--- src/rtl/cpu_pkg.sv ---
// Shared CPU definitions: architectural widths, the canonical NOP and the fetch-queue entry.
package cpu_pkg;

    localparam int unsigned XLEN   = 32;
    localparam int unsigned ROM_AW = 10;

    localparam logic [XLEN-1:0] NOP_INSTR = 32'h0000_0013;

    typedef struct packed {
        logic [XLEN-1:0] pc;
        logic [XLEN-1:0] instr;
    } fetch_entry_t;

endpackage

--- src/rtl/fetch_queue.sv ---
// Circular instruction queue: two entries pushed together, zero to two popped per cycle, with flush.
module fetch_queue
    import cpu_pkg::*;
#(
    parameter int unsigned Depth = 8,
    localparam int unsigned PtrW = $clog2(Depth),
    localparam int unsigned CntW = PtrW + 1
) (
    input  logic               clk_i,
    input  logic               rst_ni,
    input  logic               flush_i,
    input  logic               push_i,
    input  fetch_entry_t       wdata0_i,
    input  fetch_entry_t       wdata1_i,
    input  logic [1:0]         pop_cnt_i,
    output fetch_entry_t       rdata0_o,
    output fetch_entry_t       rdata1_o,
    output logic [CntW-1:0]    count_o
);

    fetch_entry_t    mem_q [Depth];
    logic [PtrW-1:0] rd_ptr_q, rd_ptr_d;
    logic [PtrW-1:0] wr_ptr_q, wr_ptr_d;
    logic [CntW-1:0] count_q, count_d;
    logic [PtrW-1:0] wr_ptr_nxt;
    logic [PtrW-1:0] rd_ptr_nxt;

    assign wr_ptr_nxt = wr_ptr_q + PtrW'(1);
    assign rd_ptr_nxt = rd_ptr_q + PtrW'(1);

    always_comb begin
        rd_ptr_d = rd_ptr_q;
        wr_ptr_d = wr_ptr_q;
        count_d  = count_q;
        if (flush_i) begin
            rd_ptr_d = '0;
            wr_ptr_d = '0;
            count_d  = '0;
        end else begin
            rd_ptr_d = rd_ptr_q + PtrW'(pop_cnt_i);
            wr_ptr_d = wr_ptr_q + (push_i ? PtrW'(2) : PtrW'(0));
            count_d  = count_q + (push_i ? CntW'(2) : CntW'(0)) - CntW'(pop_cnt_i);
        end
    end

    always_ff @(posedge clk_i) begin
        if (!rst_ni) begin
            rd_ptr_q <= '0;
            wr_ptr_q <= '0;
            count_q  <= '0;
        end else begin
            rd_ptr_q <= rd_ptr_d;
            wr_ptr_q <= wr_ptr_d;
            count_q  <= count_d;
        end
    end

    // Storage is not reset; entries are only observable through count_o.
    always_ff @(posedge clk_i) begin
        if (push_i && !flush_i) begin
            mem_q[wr_ptr_q]   <= wdata0_i;
            mem_q[wr_ptr_nxt] <= wdata1_i;
        end
    end

    assign rdata0_o = mem_q[rd_ptr_q];
    assign rdata1_o = mem_q[rd_ptr_nxt];
    assign count_o  = count_q;

endmodule

--- src/rtl/dual_fetch.sv ---
// Dual-issue fetch stage: owns the fetch PC, issues paired ROM reads and feeds decode from a queue.
module dual_fetch
    import cpu_pkg::*;
#(
    parameter int unsigned     QDEPTH   = 8,
    parameter logic [XLEN-1:0] RESET_PC = 32'h0000_0000
) (
    input  logic              clk,
    input  logic              rst_n,
    output logic [ROM_AW-1:0] rom_addr,
    input  logic [XLEN-1:0]   rom_instr1,
    input  logic [XLEN-1:0]   rom_instr2,
    input  logic              redirect_valid,
    input  logic [XLEN-1:0]   redirect_pc,
    input  logic              dec_ready,
    output logic              dec_valid0,
    output logic              dec_valid1,
    output logic [XLEN-1:0]   dec_instr0,
    output logic [XLEN-1:0]   dec_instr1,
    output logic [XLEN-1:0]   dec_pc0,
    output logic [XLEN-1:0]   dec_pc1
);

    localparam int unsigned CntW = $clog2(QDEPTH) + 1;

    logic [XLEN-1:0] fetch_pc_q, fetch_pc_d;
    logic [XLEN-1:0] req_pc_q, req_pc_d;
    logic            req_valid_q, req_valid_d;

    logic [CntW-1:0] count;
    logic [CntW+1:0] need;
    logic            issue;
    logic            push;
    logic [1:0]      pop_cnt;
    fetch_entry_t    wdata0, wdata1, head0, head1;

    // Credit check reserves room for the in-flight pair; pops in this cycle are not counted.
    assign need  = (CntW+2)'(count) + (req_valid_q ? (CntW+2)'(2) : '0) + (CntW+2)'(2);
    assign issue = !redirect_valid && (need <= (CntW+2)'(QDEPTH));
    assign push  = req_valid_q && !redirect_valid;

    assign wdata0 = '{pc: req_pc_q,             instr: rom_instr1};
    assign wdata1 = '{pc: req_pc_q + XLEN'(4), instr: rom_instr2};

    always_comb begin
        fetch_pc_d  = fetch_pc_q;
        req_pc_d    = req_pc_q;
        req_valid_d = 1'b0;
        if (redirect_valid) begin
            fetch_pc_d = redirect_pc & ~XLEN'(3);
        end else if (issue) begin
            req_valid_d = 1'b1;
            req_pc_d    = fetch_pc_q;
            fetch_pc_d  = fetch_pc_q + XLEN'(8);
        end
    end

    always_ff @(posedge clk) begin
        if (!rst_n) begin
            fetch_pc_q  <= RESET_PC;
            req_pc_q    <= '0;
            req_valid_q <= 1'b0;
        end else begin
            fetch_pc_q  <= fetch_pc_d;
            req_pc_q    <= req_pc_d;
            req_valid_q <= req_valid_d;
        end
    end

    fetch_queue #(
        .Depth (QDEPTH)
    ) u_queue (
        .clk_i     (clk),
        .rst_ni    (rst_n),
        .flush_i   (redirect_valid),
        .push_i    (push),
        .wdata0_i  (wdata0),
        .wdata1_i  (wdata1),
        .pop_cnt_i (pop_cnt),
        .rdata0_o  (head0),
        .rdata1_o  (head1),
        .count_o   (count)
    );

    always_comb begin
        dec_valid0 = (count >= CntW'(1)) && !redirect_valid;
        dec_valid1 = (count >= CntW'(2)) && !redirect_valid;
        pop_cnt    = 2'd0;
        if (dec_ready && dec_valid0) begin
            pop_cnt = dec_valid1 ? 2'd2 : 2'd1;
        end
        dec_instr0 = dec_valid0 ? head0.instr : NOP_INSTR;
        dec_instr1 = dec_valid1 ? head1.instr : NOP_INSTR;
        dec_pc0    = dec_valid0 ? head0.pc : '0;
        dec_pc1    = dec_valid1 ? head1.pc : '0;
    end

    assign rom_addr = fetch_pc_q[ROM_AW+1:2];

endmodule

--- config.mk ---
export PLATFORM = sky130hd
export DESIGN_NAME = dual_fetch
export DESIGN_NICKNAME = d
export VERILOG_FILES = /design/src/rtl/cpu_pkg.sv /design/src/rtl/fetch_queue.sv /design/src/rtl/dual_fetch.sv
export SDC_FILE = /design/constraint.sdc
export NUM_CORES = 1
export LEC_CHECK = 0
export CELL_PAD_IN_SITES_DETAIL_PLACEMENT = 1
export CELL_PAD_IN_SITES_GLOBAL_PLACEMENT = 1
export CORE_MARGIN = 8
export CORE_UTILIZATION = 30
export CTS_CLUSTER_DIAMETER = 50
export DETAILED_ROUTE_END_ITERATION = 10
export PLACE_DENSITY = 0.63
export RECOVER_POWER = 100
export SYNTH_ARGS = -nofsm -noshare
export SYNTH_HDL_FRONTEND = slang
export SYNTH_SLANG_ARGS = --single-unit
--- constraint.sdc ---
create_clock -name clk -period 4.7 [get_ports clk]
set_input_delay 0.47 -clock clk [delete_from_list [all_inputs] [get_ports clk]]
set_output_delay 0.47 -clock clk [all_outputs]
set_load 0.03 [all_outputs]
# == Yosys cells after proc, flatten, opt, wreduce, memory -nomap -nowiden ==
# Memories as Yosys holds them, arrays and structs flattened. A register that Yosys moved wholly into a read port is not among the register bits.
# Cells that the tools add are included.
# totals
n_memories,1
ramBits,512
output_inout_bits,140
elab_cells,48
register_bits,75
# op_classes
n_bitwise,2
mux,15
order_cmp,3
reduce_logical,10
add_sub_neg,10
# memory_table
name,words,word_bits,rd,rd_clocked_by_memory_dff,write_ports,line,text
u_queue.mem_q,8,64,2,1,2,fetch_queue.sv:21,fetch_entry_t mem_q [Depth];
# op_table
operator,n
32-bit two-way mux,6
"32-bit by 3-bit adder with 32-bit output, second input constant",1
"32-bit by 4-bit adder with 32-bit output, second input constant",1
2-bit two-way mux,5
"3-bit by 1-bit adder with 3-bit output, second input constant",2
"5-bit by 2-bit adder with 6-bit output, second input constant",1
"6-bit by 4-bit <= comparator with 1-bit output, second input constant",1
1-bit logical AND,6
4-bit by 2-bit adder with 5-bit output,1
4-bit adder,1
"4-bit by 1-bit >= comparator with 1-bit output, second input constant",1
"4-bit by 2-bit >= comparator with 1-bit output, second input constant",1
4-bit by 2-bit subtractor with 4-bit output,1
3-bit by 2-bit adder with 3-bit output,1
3-bit adder,1
1-bit two-way mux,3
3-bit two-way mux,1
1-bit NOT,2
2-bit AND reduction,1
2-bit nonzero test,1
2-bit OR reduction,1
1-bit logical NOT,1

# == Depth between registers and ports, before layout ==
# logic_depth
ltp_word,7
ltp_mapped,15

# == Cells and area by module ==
# A second synthesis with hierarchy kept.
# hier_totals
hier_cells,2323
area_unflattened_um2,32054.5
# by_module_without_submodules
mod,area_each_um2,seq_area_each_um2,instances,cells_each
fetch_queue,27671.5,15554.9,1,1744
dual_fetch,4383.0,1221.2,1,579

# == Worst setup path after synthesis ==
# No wires, ideal clock.
# synth_timing
path_type,input to register
startpoint,input port redirect_valid
endpoint,"memory u_queue.mem_q[0][0] (netlist name), enable pin"
cell_stages,6
path_buffers,4
arrival_time_ns,3.037
slack_ns,1.233
setup_ns,0.431
t_required_ns,4.269
path_cell_list,buf_2 > or4_1 > buf_2 > inv_1 > buf_2 > buf_2
# synth_rtl
element,line,text
start: declaration,dual_fetch.sv:13,"input logic redirect_valid,"
end: declaration,fetch_queue.sv:21,

# == Final worst setup path ==
# layout_timing
startpoint,register u_queue.rd_ptr_q[1]
endpoint,output port dec_instr1[10]
# layout_via
elab_chain_len,3
# layout_rtl
element,line,text
start: declaration,fetch_queue.sv:22,"logic [PtrW-1:0] rd_ptr_q, rd_ptr_d;"
start signal: assignment,fetch_queue.sv:52,rd_ptr_q <= rd_ptr_d;
3-bit by 1-bit adder with 3-bit output,fetch_queue.sv:29,assign rd_ptr_nxt = rd_ptr_q + PtrW'(1);
memory read 8 x 64 bit,--,
32-bit two-way mux,dual_fetch.sv:93,dec_instr1 = dec_valid1 ? head1.instr : NOP_INSTR;
end: declaration,dual_fetch.sv:19,"output logic [XLEN-1:0] dec_instr1,"
# Every way passes these cells.

==> out/results.ini <==
[timing]
rsz0062_at_grt = no
hold_violations = 0
period_needed_ns = 4.47
timing.final.crit_share_pct = 95.0
setup_violations = 0
layout_setup_ws_ns = 0.233
tightest_slew_ns = 1.96
setup_tns_ns = 0
final_max_slew_viol_count = 455
slew_headroom_pct = -30.9
whs_ns = 0.245
skew_ns = 0.0233
fmax_ghz = 0.224

[cts]
post_cts_buffers = 0
root_buffer = clkbuf_16
hold_buffers = 0
clock_latency_ns = 0.62
cts_buffers = 80
clk_pin_slew_worst_paths_ns = 0.06
cts_repair_resize_count = 0
clock_sinks = 566
h-tree-depth = 3
cts_tree = built
clk_path_buf_depth = 3

[yosys]
seq_area_frac_synth_pct = 55.0
synth.distinct_cells = 52
synth_cells = 2310
synth-compound-area-share_pct = 2.98
syn_avg_cell_area_um2 = 12.8
synth_ff_type = edfxtp_1
synth_edf_count = 496
yosys-top-cells-area = edfxtp_1 50%, mux4_2 19%, nand2_1 8.3%
syn_area_um2 = 29600
yosysWarnings = 0
synth_top_family_by_area = multiplexers
ys_seq_elements = 566
synthArstFlopShare_pct = 0
yosysTopAreaCell = edfxtp_1
synth_top_area_share_pct = 50.3
muxShareOfSynthArea_pct = 21.0
synth-simple-area-share_pct = 12.7
yosys.area_share.adder_pct = 0.659
synth_xor_area_share_pct = 4.31

[placed_design]
postPlaceCellArea_um2 = 33200
dp_cells = 3684
io_buffers = 233
hpwl_mm = 55.8
pre_cts_slack_ns = 0.581
gp_congestion = 0.781

[layout]
area_growth_pct = 19.9
drive_above_1_share_pct = 17.0
final_core_util_pct = 36.2
fin_cells = 3833
nets = 2594
stdcell_area_um2 = 35500
n_fill_cell = 10300

[detailed_routing]
first_pass_iters = 5
drc = 0
wl_per_cell_um = 23.4
routed_wl_mm = 89.9
vias = 19700
ant_nets = 0
viasPerCell = 5.14
first_iter_violations = 1544

[run_status]
status = finished with violations
violations = max-capacitance violations, max-slew violations

[worst_setup_path]
path_max_fanout = 62
worstSetupEndpointType = output port
cp-start-kind = register
critPathRequiredTime_ns = 4.23
r2r_setup_slack_ns = 0.39
crit_type = register to output port
arrival_ns = 4.00

[power_and_ir_drop]
cellPowerDensity_nw_per_um2 = 361
total_power_mw = 12.8
power.leakage_nw = 11.9
peakVddDrop_mv = 0.198

[grt]
grt_max_degree = 125
grt_overflow = 0
grt_pass1_wl_mm = 135
grt_pass1_vias = 21400
grt_usage_pct = 16.2
antenna_found_initial = 6

[floorplanning]
fp.dieW_um = 330
row_count = 115
die_height_um = 330
core_area_um2 = 98100
io_pins = 240
dieArea_um2 = 109000
start_util_pct = 30.2

[job]
drv_cap = 10

[min_path]
min_path_type = input pin to register

## cell type report
| class | instances | area, um^2 | area share [%] |
|---|---|---|---|
| antenna | 3 | 7.51 | 0.0211 |
| clock buffer | 94 | 2090 | 5.87 |
| clock inverter | 52 | 601 | 1.69 |
| inverter | 21 | 103 | 0.289 |
| multi-input combinational | 1533 | 12300 | 34.7 |
| sequential | 566 | 16300 | 45.9 |
| tap | 1287 | 1610 | 4.53 |
| timing repair buffer | 277 | 2490 | 7.01 |
## registers in the layout (all words and copies together), names as in the netlist
name / flops
fetch_pc_q: 30
req_pc_q: 30
req_valid_q: 1
u_queue.rd_ptr_q: 3
u_queue.count_o: 4
u_queue.mem_q: 496
u_queue.wr_ptr_q: 2
## synth_stat cells (all sizes together), types with 22 or more instances
library cell  count
a21boi           30
a21oi            82
buf             126
clkbuf           67
dfxtp            70
edfxtp          496
mux2i            64
mux4            248
nand2           652
nand3            29
nand4            22
nor2            137
o21ai            31
xnor2            87
xor2             59
## final timing paths
| path | start | to | cells past startpoint |
|---|---|---|---|
| hold reg to reg | fetch_pc_q[31] | req_pc_q[31] | 2 |
| setup / recovery | u_queue.rd_ptr_q[1] | dec_instr1[10] | 6 |
| setup reg to reg | req_pc_q[2] | u_queue.mem_q[5][62] | 7 |
| hold / removal | rst_n | req_pc_q[31] | 2 |
## power by group
group          leakage (nW)  switching, mW  total, mW  internal, mW
combinational          5.51          0.693       1.10         0.409
clock                  1.27           2.34       6.05          3.71
sequential             5.11          0.105       5.67          5.56
## layer usage
metal | wire length (um) | share of wire, % | track usage (%)
met1 | 37700 | 42 | 20.4
met2 | 44600 | 50 | 28.0
met3 | 5260 | 5.9 | 3.15
met4 | 2230 | 2.5 | 4.68
met5 | 0 | 0 | 0
## layout by cell type, fill, tap and decap left out, types with 21 or more instances in the layout
master	count
a21oi_1	82
nor2_1	135
o21ai_0	31
dfxtp_1	67
mux4_2	248
clkdlybuf4s50_1	73
xnor2_1	86
nand4_1	21
clkbuf_1	55
xor2_1	58
a21boi_0	30
mux2i_1	64
clkbuf_16	81
dlygate4sd3_1	127
nand3_1	27
edfxtp_1	496
nand2_1	652
## worst max-delay path, stage by stage, from the launching register on
cell and delay [ns]:
dfxtp_2 0.35, ha_2 1.13, buf_12 0.47, mux4_2 0.28
nand2_1 0.06, a21oi_1 0.32, clkdlybuf4s50_1 0.75
## kinds of logic after synthesis
group,count (synthesis)
buffers and inverters,214
other,1
DFF,566
xor gates and xnor gates,146
muxes,312
and+or+nand+nor,903
AOI/OAI and AO/OA,153
adders and majority gates,15
Power figures use the tool's default switching activity.
